$ cat src/rtl/daq_frame_sequencer.sv
// daq_frame_sequencer: frame/line/pixel timing for the DAQ pixel-bus path.
// A free-running divider produces pix_tick; the FSM advances only on ticks and
// emits frame_valid / line_valid / pix_strobe from latched geometry.
//
// state        | meaning
// -------------+-----------------------------------------------------------
// S_IDLE       | waiting for cmd_start / cmd_single, all envelopes low
// S_ARM        | command accepted, waiting for the next pixel tick
// S_FV_LEAD    | frame_valid high, FV_LEAD ticks before the first line
// S_LINE_ACT   | line_valid high, one pix_strobe per tick
// S_LINE_BLANK | between lines, h_blank ticks
// S_FRAME_BLANK| after the last line, v_blank ticks, then next frame or idle
module daq_frame_sequencer #(
  parameter int CLK_DIV = 25,
  parameter int FV_LEAD = 2,
  parameter int HW      = 12,
  parameter int VW      = 12
) (
  input  logic          sys_clk,
  input  logic          sys_rst,
  input  logic          cmd_start,
  input  logic          cmd_single,
  input  logic          cmd_stop,
  input  logic [HW-1:0] cfg_h_active,
  input  logic [HW-1:0] cfg_h_blank,
  input  logic [VW-1:0] cfg_v_active,
  input  logic [HW-1:0] cfg_v_blank,
  output logic          frame_valid,
  output logic          line_valid,
  output logic          pix_strobe,
  output logic [HW-1:0] pix_cnt,
  output logic [VW-1:0] line_cnt,
  output logic [15:0]   frame_cnt,
  output logic          frame_done,
  output logic          busy
);

  localparam int DW = $clog2(CLK_DIV);
  localparam int LW = (FV_LEAD > 1) ? $clog2(FV_LEAD) : 1;

  typedef enum logic [2:0] {
    S_IDLE,
    S_ARM,
    S_FV_LEAD,
    S_LINE_ACT,
    S_LINE_BLANK,
    S_FRAME_BLANK
  } state_t;

  state_t        state;
  logic [DW-1:0] div_cnt;
  logic          pix_tick;
  logic [LW-1:0] lead_cnt;
  logic [HW-1:0] blank_cnt;
  logic          continuous;
  logic          stop_pending;

  logic [HW-1:0] h_act_r, h_blk_r, v_blk_r;
  logic [VW-1:0] v_act_r;
  logic [HW-1:0] h_act_c, h_blk_c, v_blk_c;
  logic [VW-1:0] v_act_c;

  assign pix_tick = (div_cnt == DW'(CLK_DIV - 1));

  // Geometry as it would be latched: zero means one tick / one unit.
  always_comb begin
    h_act_c = (cfg_h_active == '0) ? HW'(1) : cfg_h_active;
    h_blk_c = (cfg_h_blank  == '0) ? HW'(1) : cfg_h_blank;
    v_act_c = (cfg_v_active == '0) ? VW'(1) : cfg_v_active;
    v_blk_c = (cfg_v_blank  == '0) ? HW'(1) : cfg_v_blank;
  end

  // Free-running pixel-tick divider.
  always_ff @(posedge sys_clk) begin
    if (sys_rst || pix_tick) div_cnt <= '0;
    else                     div_cnt <= div_cnt + 1'b1;
  end

  // Sequencer FSM with registered outputs.
  always_ff @(posedge sys_clk) begin
    if (sys_rst) begin
      state        <= S_IDLE;
      continuous   <= 1'b0;
      stop_pending <= 1'b0;
      lead_cnt     <= '0;
      blank_cnt    <= '0;
      h_act_r      <= '0;
      h_blk_r      <= '0;
      v_act_r      <= '0;
      v_blk_r      <= '0;
      frame_valid  <= 1'b0;
      line_valid   <= 1'b0;
      pix_strobe   <= 1'b0;
      pix_cnt      <= '0;
      line_cnt     <= '0;
      frame_cnt    <= '0;
      frame_done   <= 1'b0;
      busy         <= 1'b0;
    end else begin
      pix_strobe <= 1'b0;
      frame_done <= 1'b0;
      // Stop requests during a frame are deferred to the frame boundary.
      if (cmd_stop && state != S_IDLE && state != S_ARM) stop_pending <= 1'b1;
      case (state)
        S_IDLE: begin
          if (!cmd_stop && (cmd_start || cmd_single)) begin
            state        <= S_ARM;
            busy         <= 1'b1;
            continuous   <= cmd_start;
            stop_pending <= 1'b0;
          end
        end
        S_ARM: begin
          if (cmd_stop) begin
            state <= S_IDLE;
            busy  <= 1'b0;
          end else if (pix_tick) begin
            state       <= S_FV_LEAD;
            frame_valid <= 1'b1;
            lead_cnt    <= '0;
            h_act_r     <= h_act_c;
            h_blk_r     <= h_blk_c;
            v_act_r     <= v_act_c;
            v_blk_r     <= v_blk_c;
          end
        end
        S_FV_LEAD: begin
          if (pix_tick) begin
            if (lead_cnt == LW'(FV_LEAD - 1)) begin
              state      <= S_LINE_ACT;
              line_valid <= 1'b1;
              pix_strobe <= 1'b1;
              pix_cnt    <= '0;
              line_cnt   <= '0;
            end else begin
              lead_cnt <= lead_cnt + 1'b1;
            end
          end
        end
        S_LINE_ACT: begin
          // Strobe for pixel 0 is issued on entry; each further tick either
          // shows the next pixel or closes the line after the last one.
          if (pix_tick) begin
            if (pix_cnt == h_act_r - HW'(1)) begin
              line_valid <= 1'b0;
              if (line_cnt == v_act_r - VW'(1)) begin
                state       <= S_FRAME_BLANK;
                frame_valid <= 1'b0;
                frame_done  <= 1'b1;
                frame_cnt   <= frame_cnt + 1'b1;
                blank_cnt   <= v_blk_r - HW'(1);
              end else begin
                state     <= S_LINE_BLANK;
                blank_cnt <= h_blk_r - HW'(1);
              end
            end else begin
              pix_cnt    <= pix_cnt + 1'b1;
              pix_strobe <= 1'b1;
            end
          end
        end
        S_LINE_BLANK: begin
          if (pix_tick) begin
            if (blank_cnt == '0) begin
              state      <= S_LINE_ACT;
              line_valid <= 1'b1;
              pix_strobe <= 1'b1;
              pix_cnt    <= '0;
              line_cnt   <= line_cnt + 1'b1;
            end else begin
              blank_cnt <= blank_cnt - 1'b1;
            end
          end
        end
        S_FRAME_BLANK: begin
          if (pix_tick) begin
            if (blank_cnt == '0) begin
              if (continuous && !stop_pending && !cmd_stop) begin
                state       <= S_FV_LEAD;
                frame_valid <= 1'b1;
                lead_cnt    <= '0;
                h_act_r     <= h_act_c;
                h_blk_r     <= h_blk_c;
                v_act_r     <= v_act_c;
                v_blk_r     <= v_blk_c;
              end else begin
                state        <= S_IDLE;
                busy         <= 1'b0;
                stop_pending <= 1'b0;
              end
            end else begin
              blank_cnt <= blank_cnt - 1'b1;
            end
          end
        end
        default: begin
          state       <= S_IDLE;
          busy        <= 1'b0;
          frame_valid <= 1'b0;
          line_valid  <= 1'b0;
        end
      endcase
    end
  end

endmodule

$ cat config.mk
export PLATFORM = sky130hd
export DESIGN_NAME = daq_frame_sequencer
export DESIGN_NICKNAME = d
export VERILOG_FILES = /design/src/rtl/daq_frame_sequencer.sv
export SDC_FILE = /design/constraint.sdc
export NUM_CORES = 1
export LEC_CHECK = 0
export BUFFER_PORTS_ARGS = -buffer_cell sky130_fd_sc_hd__buf_2
export CELL_PAD_IN_SITES_DETAIL_PLACEMENT = 2
export CELL_PAD_IN_SITES_GLOBAL_PLACEMENT = 2
export CORE_MARGIN = 2
export CORE_UTILIZATION = 25
export CTS_CLUSTER_DIAMETER = 150
export DETAILED_ROUTE_END_ITERATION = 16
export PLACE_DENSITY_LB_ADDON = 0.1
export SLEW_MARGIN = 30
export SYNTH_ARGS = -nofsm -noshare
export SYNTH_HDL_FRONTEND = slang
export SYNTH_SLANG_ARGS = --single-unit
$ cat constraint.sdc
create_clock -name sys_clk -period 3.6 [get_ports sys_clk]
set_input_delay 0.18 -clock sys_clk [delete_from_list [all_inputs] [get_ports sys_clk]]
set_output_delay 0.18 -clock sys_clk [all_outputs]
set_load 0.005 [all_outputs]
==> results of run 1 <==
path summary, 6_finish.rpt:
check,cells after the start,slack [ps],from,end
setup / recovery,11,160,v_act_r[0]$_SDFFE_PP0P_,blank_cnt[8]$_SDFFE_PP0P_
hold / removal,3,10,cfg_v_blank[3],v_blk_r[3]$_SDFFE_PP0P_
hold reg to reg,2,470,v_blk_r[8]$_SDFFE_PP0P_,v_blk_r[8]$_SDFFE_PP0P_
setup reg to reg,11,160,v_act_r[0]$_SDFFE_PP0P_,blank_cnt[8]$_SDFFE_PP0P_
state kept, by name, summed over array words and instances (netlist names), 3 cells and up:
name       flops
pix_cnt       12
blank_cnt     12
div_cnt        5
v_blk_r       12
h_blk_r       12
frame_cnt     16
state          3
line_cnt      12
h_act_r       12
v_act_r       12
metal layers:
metal  share of wire  wire length, µm  GRT usage
met1            0.45            10700      0.234
met2            0.51            12000      0.334
met3           0.027              649     0.0355
met4           0.011              256     0.0434
met5               0                0          0
timing repair:
item                       in CTS  in global routing
setup endpoints to repair       3                 24
pin swaps                       0                  5
buffers inserted                0                  2
hold endpoints to repair        4                  0
hold buffers                    4                  0
gates resized for setup         5                 17
cells by family (layout without fill, tap and decap cells):
logic type,Yosys count,count (layout),share of synthesized area
buffers and inverters,62,198,0.0374
XOR/XNOR,56,56,0.0784
flip-flops,116,116,0.371
multiplexers,8,8,0.0130
AO/OA/AOI/OAI,191,191,0.203
AND/OR/NAND/NOR,361,361,0.281
adder cells (fa/ha/maj),8,8,0.0160
area by class of cell:
class | instances | share of cell area
Multi-Input combinational cell | 624 | 0.469
Tap cell | 324 | 0.0500
Sequential cell | 116 | 0.286
Clock inverter | 10 | 0.0163
Clock buffer | 20 | 0.0563
Timing Repair Buffer | 151 | 0.115
Inverter | 17 | 0.00786
per-stage QoR:
step,setup WS (ps),cell area (µm²),cells,utilization
floorplan,2.37,6250,802,-
global placement,106,7370,1226,0.301
detailed placement,-83.9,7370,1226,0.301
CTS,15.5,8030,1260,0.328
global route,-63.4,8110,1262,0.332
finish,164,8110,1262,0.332
worst max-delay path, stage by stage, from the launching register on:
cell	delay, ps
dfxtp_1	330
or2_1	240
or4b_4	510
a2111oi_4	350
o2111ai_2	160
buf_6	180
o31a_1	260
o22ai_2	170
ha_2	230
nand3_2	100
or4_1	560
a311oi_2	250
power by group through the flow:
stage                     logic [W]  clock network, W  registers, W
after CTS                  0.000261           0.00180       0.00132
after floorplan            0.000153                 0       0.00134
after global routing       0.000291           0.00187       0.00133
final                      0.000256           0.00175       0.00132
after global placement     0.000244                 0       0.00135
after detailed placement   0.000255                 0       0.00135
placed cells by master (no fill, tap or decap), drive strengths merged, types with 4 or more instances in the layout:
cell type    synthesis  final
buf                  3    147
dfxtp              116    116
nand2              114    114
nor2                86     86
a21oi               69     69
xnor2               39     39
o21ai               31     31
nor3                28     28
nand3               21     21
nand4               20     20
clkbuf              42     20
nor4                18     18
xor2                17     17
inv                 17     17
or3                 17     17
o31ai               12     12
nand2b              11     11
a31oi               11     11
a311oi              11     11
and3                10     10
a211oi              10     10
ha                   8      8
mux2i                7      7
o22ai                7      7
or4                  6      6
o41ai                6      6
nor3b                5      5
nor2b                4      4
and4                 4      4
o31a                 4      4
and2                 4      4
clkinv               0      4
dlygate4sd3          0      4
o2111ai              4      4
or2                  4      4
==> summary.txt, run 1 <==
status: finished, final reports clean
Fillers: 2860
RSZ-0062 raised after global routing: yes
max cap viols: 0
syn_nets: 863
Clock Path Buffers: 2
CTS tree: yes
row count: 57
Seq. cell area: 2320 µm²
Tot GR Track Use: 0.188
gpl congestion: 0.824
Clk network pwr share: 0.526
FMAX: 291 MHz
flop and latch count out of synthesis: 116
Logic pwr share: 0.077
Slew Viols, Final: 0
vias: 6407
die height: 162 µm
htree depth: 4
Worst-Margin Slew: 868 ps
most frequent cell after synthesis: dfxtp_1
Slew HR: 0.421
largest area contributor in the netlist: dfxtp_1
Vias/cell: 5.08
commonest cells in the netlist: dfxtp_1, nand2_1, nor2_1
DR iter-0 viols: 255
Syn Area/Cell: 7.80 µm²
clk_lat worst skew: 420 ps
Syn. warnings: 0
Starting Density: 0.256
CTS Sinks: 116
PortBufs: 97
multi-input gate area in the final layout: 3800 µm²
Setup Skew: 7.66 ps
die area: 26300 µm²
Overall Power: 0.00333 W
vias in the first global route: 7094
Leakage: 3.02 nW
critical path type: reg2reg
drt wl/cell: 18.7 µm
fraction of synthesis flops using an asynchronous set or reset pin: 0
core area: 24500 µm²
initial antenna violation count: 0
Cell Pwr Density: 411 nW/µm²
fin crit period: 3440 ps
post-synth top area share: 0.371
drt first pass iters: 4
Seq/Total Area, Yosys: 0.371
placed wire-length estimate: 17800 µm
post-synth cell types: 65
Most used DFF post-synth: dfxtp_1
Worst setup SP type: register
Cell Area, Synth: 6250 µm²
I/O pins: 98
CP max FO: 13
first-pass GRT wire length: 39000 µm
Setup Total Neg Slack: 0 ps
Area Growth Syn to Fin: 29.8%
CTS Buf Count: 17
synth top area cells: dfxtp_1, nand2_1, a21oi_1
Hold Vio Cnt, Final: 0
Gate Count Post-Synth: 802
final global-route overflow total: 0
largest net degree at the start of global routing: 47
layout cell share with drive strength beyond 1: 0.226
EDFF count, synth: 0
power share of the sequential group: 0.397
fin crit share: 0.955
Final ANT Viol Nets: 0
Switch Pwr: 0.000816 W
Int Power: 0.00252 W
CP Data Arrival Time: 3770 ps
DR DRC count: 0
CTS Root Cell: clkbuf_16
worst min path class: in2reg
Hold WS: 14.5 ps
n_diodes: 0
Detailed Route WL: 23600 µm
CTS clk-pin slew, worst paths: 60 ps
CP Capture Type: register
Final Setup Violations: 0
Net Sw Frac: 0.245
WP data required: 3930 ps
Final nets: 988
die width: 162 µm
Max VDD drop: 0.242 mV
Power figures use the tool's default switching activity.
==> run 2: changes to the inputs <==
--- a/config.mk
+++ b/config.mk
@@ -8,10 +8,12 @@
 export BUFFER_PORTS_ARGS = -buffer_cell sky130_fd_sc_hd__buf_2
 export CELL_PAD_IN_SITES_DETAIL_PLACEMENT = 2
 export CELL_PAD_IN_SITES_GLOBAL_PLACEMENT = 2
+export CORE_ASPECT_RATIO = 1.2
 export CORE_MARGIN = 2
 export CORE_UTILIZATION = 25
 export CTS_CLUSTER_DIAMETER = 150
 export DETAILED_ROUTE_END_ITERATION = 16
+export MAX_ROUTING_LAYER = met4
 export PLACE_DENSITY_LB_ADDON = 0.1
 export SLEW_MARGIN = 30
 export SYNTH_ARGS = -nofsm -noshare
==> run 2 against run 1 <==
The flow now finishes with violations (negative setup slack); core utilization increased by 0.14 points; clock skew increased by 3.9 ps; wire length decreased by 0.10%; worst hold slack improved by 2.9 ps; flip-flop and latch count unchanged; worst setup slack got worse by 180 ps; final cell count about the same; clock power increased by 4%; register-to-register slack got worse by 180 ps; total power increased by 2.0%; highest routed layer unchanged.
==> summary.txt, run 2 (same netlist as run 1, synthesis figures left out) <==
Fillers: 2876
Worst path slowest cell: or4_4
Starting Density: 0.253
n_diodes: 0
FMAX: 277 MHz
Area Growth Syn to Fin: 31.5%
die area: 26300 µm²
largest net degree at the start of global routing: 46
I/O pins: 98
worst min path class: in2reg
Final nets: 986
WP buf/inv: 1
row count: 63
Final ANT Viol Nets: 0
Slew Viols, Final: 0
drt first pass iters: 4
WP data required: 3920 ps
final worst setup slack: -12.6 ps
fin crit share: 1.00
DR DRC count: 0
gpl congestion: 0.852
critical path, cell by cell: or2_4 > or4b_4 > a2111oi_4 > o2111ai_2 > buf_6 > o31ai_2 > a31oi_2 > or3_4 > or4_4 > a311oi_2
status: finished, violations left
core area: 24700 µm²
Cell Pwr Density: 413 nW/µm²
CTS clk-pin slew, worst paths: 60 ps
Slew HR: 0.295
layout cell share with drive strength beyond 1: 0.244
commonest cells after routing, fill and taps aside: nand2_1, dfxtp_1, buf_2, nor2_1, a21oi_1
clk_lat worst skew: 420 ps
drt wl/cell: 18.7 µm
DR iter-0 viols: 210
Setup Skew: 11.6 ps
Leakage: 3.05 nW
vias in the first global route: 7163
CTS Buf Count: 17
CP Capture Type: register
dpl cell area: 7390 µm²
PortBufs: 97
critical path type: reg2reg
Worst-Margin Slew: 1060 ps
Hold Vio Cnt, Final: 0
CTS Sinks: 116
reg2reg setup slack: -10 ps
RSZ-0062 raised after global routing: yes
Final Cell Area: 8220 µm²
Clock Path Buffers: 2
first-pass GRT wire length: 38000 µm
Max VDD drop: 0.315 mV
CTS Root Cell: clkbuf_16
fin crit period: 3610 ps
Tot GR Track Use: 0.187
Worst path top cell family by delay: simple AND/OR/NAND/NOR gates
die height: 177 µm
initial antenna violation count: 0
die width: 148 µm
CTS tree: yes
htree depth: 4
CP Data Arrival Time: 3930 ps
Post-Place Setup Slack: -95.3 ps
max reg flops: 16
placed wire-length estimate: 18000 µm
final global-route overflow total: 0
Worst setup SP type: register
largest register by flop count: frame_cnt
failing checks: negative setup slack
Final Setup Violations: 1
Detailed Route WL: 23600 µm
CP max FO: 13
Critical Path Max Stage Delay: 560 ps
vias: 6494
max cap viols: 0
Vias/cell: 5.14
==> run 2: changes by cell type in the layout (fill, tap and decap cells not counted), sizes merged <==
cell / before / now
buf: 147 / 149
clkinv: 4 / 3
dlygate4sd3: 4 / 0
clkinvlp: 3 / 2
clkbuf: 20 / 23
bufinv: 3 / 4
==> run 2: per-layer routing <==
metal	wire length (µm)	GRT usage	vias up
li1	-	-	3138
met5	0	-	-
met1	9940	0.213	3257
met4	303	0.0429	0
met2	12800	0.342	80
met3	587	0.0322	19
==> run 2: layout make-up <==
class | count | area [µm²] | share of cell area
multi-input combinational | 624 | 3890 | 0.473
sequential | 116 | 2320 | 0.283
timing repair buffer | 149 | 905 | 0.110
clock buffer | 23 | 478 | 0.0582
tap | 325 | 407 | 0.0495
clock inverter | 9 | 150 | 0.0183
inverter | 17 | 63.8 | 0.00776
==> run 2: timing repair <==
| item | in CTS | in global routing |
|---|---|---|
| gates cloned | 0 | 0 |
| pin swaps | 1 | 8 |
| buffers inserted | 1 | 1 |
| gates resized for setup | 8 | 31 |
| hold buffers | 0 | 0 |
| endpoints found under the setup margin | 3 | 26 |
==> run 2: stage by stage <==
| stage | instances | power (W) | hold WS [ps] | setup TNS (ps) | utilization |
|---|---|---|---|---|---|
| CTS | 1262 | 0.00346 | 2.12 | 0 | 0.327 |
| finish | 1263 | 0.00340 | 17.5 | -12.6 | 0.333 |
| global route | 1263 | 0.00355 | 11.6 | -351 | 0.333 |
| global placement | 1229 | 0.00159 | 434 | 0 | 0.299 |
| floorplan | 802 | 0.00149 | 316 | 0 | - |
| detailed placement | 1229 | 0.00160 | 443 | -272 | 0.299 |
==> run 2: path summary, 6_finish.rpt <==
check / from / endpoint / cells after the start
max: v_act_r[0]$_SDFFE_PP0P_ / blank_cnt[9]$_SDFFE_PP0P_ / 10
min: cfg_v_blank[3] / v_blk_r[3]$_SDFFE_PP0P_ / 3
max reg2reg: v_act_r[0]$_SDFFE_PP0P_ / blank_cnt[9]$_SDFFE_PP0P_ / 10
min reg2reg: v_blk_r[10]$_SDFFE_PP0P_ / v_blk_r[10]$_SDFFE_PP0P_ / 2
==> run 2: power breakdown <==
group          internal (W)  total [W]  switching, W
clock               0.00121    0.00182      0.000613
sequential          0.00130    0.00132     0.0000123
combinational     0.0000977   0.000259      0.000161
==> run 2: worst reg2reg max path, stage by stage, from the launching register on <==
cell and delay [ps]:
dfxtp_2 330, or2_4 260, or4b_4 510, a2111oi_4 400, o2111ai_2 180, buf_6 180
o31ai_2 240, a31oi_2 160, or3_4 430, or4_4 560, a311oi_2 270
==> run 3: changes to the inputs <==
==> constraint.sdc (replaced) <==
create_clock -name sys_clk -period 3.6 [get_ports sys_clk]
set_input_delay 1.08 -clock sys_clk [delete_from_list [all_inputs] [get_ports sys_clk]]
set_output_delay 1.08 -clock sys_clk [all_outputs]
set_load 0.005 [all_outputs]
==> run 3 against run 2 <==
The run still ends with negative setup slack left; register-to-register slack got worse by 20 ps; non-clock buffer count rose by 2; first-iteration DRC count shrank 18%; combinational power fell by 2%; critical path depth unchanged; sequential share of layout area is 0.086 points lower; core utilization increased by 0.10 points; largest cell class unchanged; largest power group unchanged; highest routed layer unchanged.
==> summary.txt, run 3 (same netlist as run 1, synthesis figures left out) <==
vias in the first global route: 7034
max cap viols: 0
die area: 26300 µm²
Tot GR Track Use: 0.186
critical path, cell by cell: or2_4 > or4b_4 > a2111oi_4 > o2111ai_2 > buf_6 > o31ai_4 > a31oi_2 > or3_4 > or4_1 > a311oi_1
Starting Density: 0.253
Slew Viols, Final: 0
Leakage: 3.08 nW
CTS clk-pin slew, worst paths: 60 ps
Layout Cells excl Fill: 1264
DR DRC count: 0
CTS Sinks: 116
critical path type: reg2reg
Hold Vio Cnt, Final: 0
I/O pins: 98
worst min path class: reg2reg
Final Setup Violations: 3
WP data required: 3920 ps
first-pass GRT wire length: 37600 µm
PortBufs: 97
CTS tree: yes
Detailed Route WL: 23700 µm
initial antenna violation count: 0
drt wl/cell: 18.8 µm
Final nets: 988
fin crit share: 1.01
Max VDD drop: 0.284 mV
dpl cells: 1227
Slew HR: 0.266
placed wire-length estimate: 17900 µm
dpl cell area: 7410 µm²
htree depth: 4
Worst path slowest cell: or4b_4
Critical Path Max Stage Delay: 550 ps
Final ANT Viol Nets: 0
Overall Power: 0.00338 W
n_diodes: 0
layout cell share with drive strength beyond 1: 0.241
largest register by flop count: frame_cnt
CP Data Arrival Time: 3950 ps
final global-route overflow total: 0
core area: 24700 µm²
CTS Root Cell: clkbuf_16
final worst setup slack: -31.1 ps
CP max FO: 8
gpl congestion: 0.835
commonest cells after routing, fill and taps aside: nand2_1, dfxtp_1, buf_2, nor2_1, a21oi_1
die width: 148 µm
Setup Skew: 9.54 ps
DR iter-0 viols: 172
clk_lat worst skew: 420 ps
failing checks: negative setup slack
row count: 63
RSZ-0062 raised after global routing: yes
Cell Pwr Density: 410 nW/µm²
status: finished, violations left
die height: 177 µm
fin crit period: 3630 ps
Area Growth Syn to Fin: 31.9%
CTS Buf Count: 17
Clock Path Buffers: 2
drt first pass iters: 4
Vias/cell: 5.14
Final Cell Area: 8240 µm²
CP Capture Type: register
largest net degree at the start of global routing: 51
FMAX: 275 MHz
vias: 6503
Worst setup SP type: register
Worst-Margin Slew: 1100 ps
max reg flops: 16
run 3: area by class of cell:
class / count / area [µm²]
clock buffer: 21 / 450
sequential: 116 / 2320
inverter: 17 / 63.8
multi-input combinational: 624 / 3890
timing repair buffer: 151 / 955
fill: 2841 / 16400
tap: 325 / 407
clock inverter: 10 / 156
run 3: routing by layer:
metal,part of all wire,GRT usage
met1,0.43,0.208
met5,0,-
met4,0.012,0.0512
met3,0.023,0.0302
met2,0.54,0.343
run 3: path summary, 6_finish.rpt:
kind | slack [ps] | depth (start not counted) | to | from
worst max register to register | -30 | 10 | blank_cnt[8]$_SDFFE_PP0P_ | v_act_r[0]$_SDFFE_PP0P_
worst min register to register | 460 | 2 | v_blk_r[6]$_SDFFE_PP0P_ | v_blk_r[6]$_SDFFE_PP0P_
worst min-delay path | 460 | 2 | v_blk_r[6]$_SDFFE_PP0P_ | v_blk_r[6]$_SDFFE_PP0P_
worst max-delay path | -30 | 10 | blank_cnt[8]$_SDFFE_PP0P_ | v_act_r[0]$_SDFFE_PP0P_
run 3: per-stage QoR:
stage,utilization,setup WS (ps),hold WS [ps],setup TNS (ps)
after floorplan,-,2.37,433,0
after global placement,0.300,70.0,455,0
after detailed placement,0.300,-145,457,-390
after CTS,0.327,28.5,466,0
after global routing,0.334,-184,485,-953
final,0.334,-31.1,463,-67.8
run 3: where the power goes:
group          leakage (nW)  switching (W)  internal (W)  total (W)
Combinational          1.85       0.000154     0.0000989   0.000253
Sequential            0.936      0.0000229       0.00130    0.00133
Clock                 0.297       0.000630       0.00117    0.00180
Total                  3.08       0.000807       0.00257    0.00338
run 3: what timing repair did:
item / 4_1_cts / 5_1_grt
endpoints found under the setup margin: 4 / 24
setup buffers: 1 / 4
hold endpoints to repair: 0 / 0
pin swaps: 3 / 15
resized for setup: 8 / 27
cloned: 0 / 1
hold buffers: 0 / 0
run 3: worst max-delay path, delay by kind of cell (launching register included):
| kind | cells | cell delay, ps |
|---|---|---|
| buffers and inverters | 1 | 190 |
| AO/OA/AOI/OAI | 5 | 1200 |
| AND/OR/NAND/NOR | 4 | 1800 |
| flip-flops | 1 | 340 |
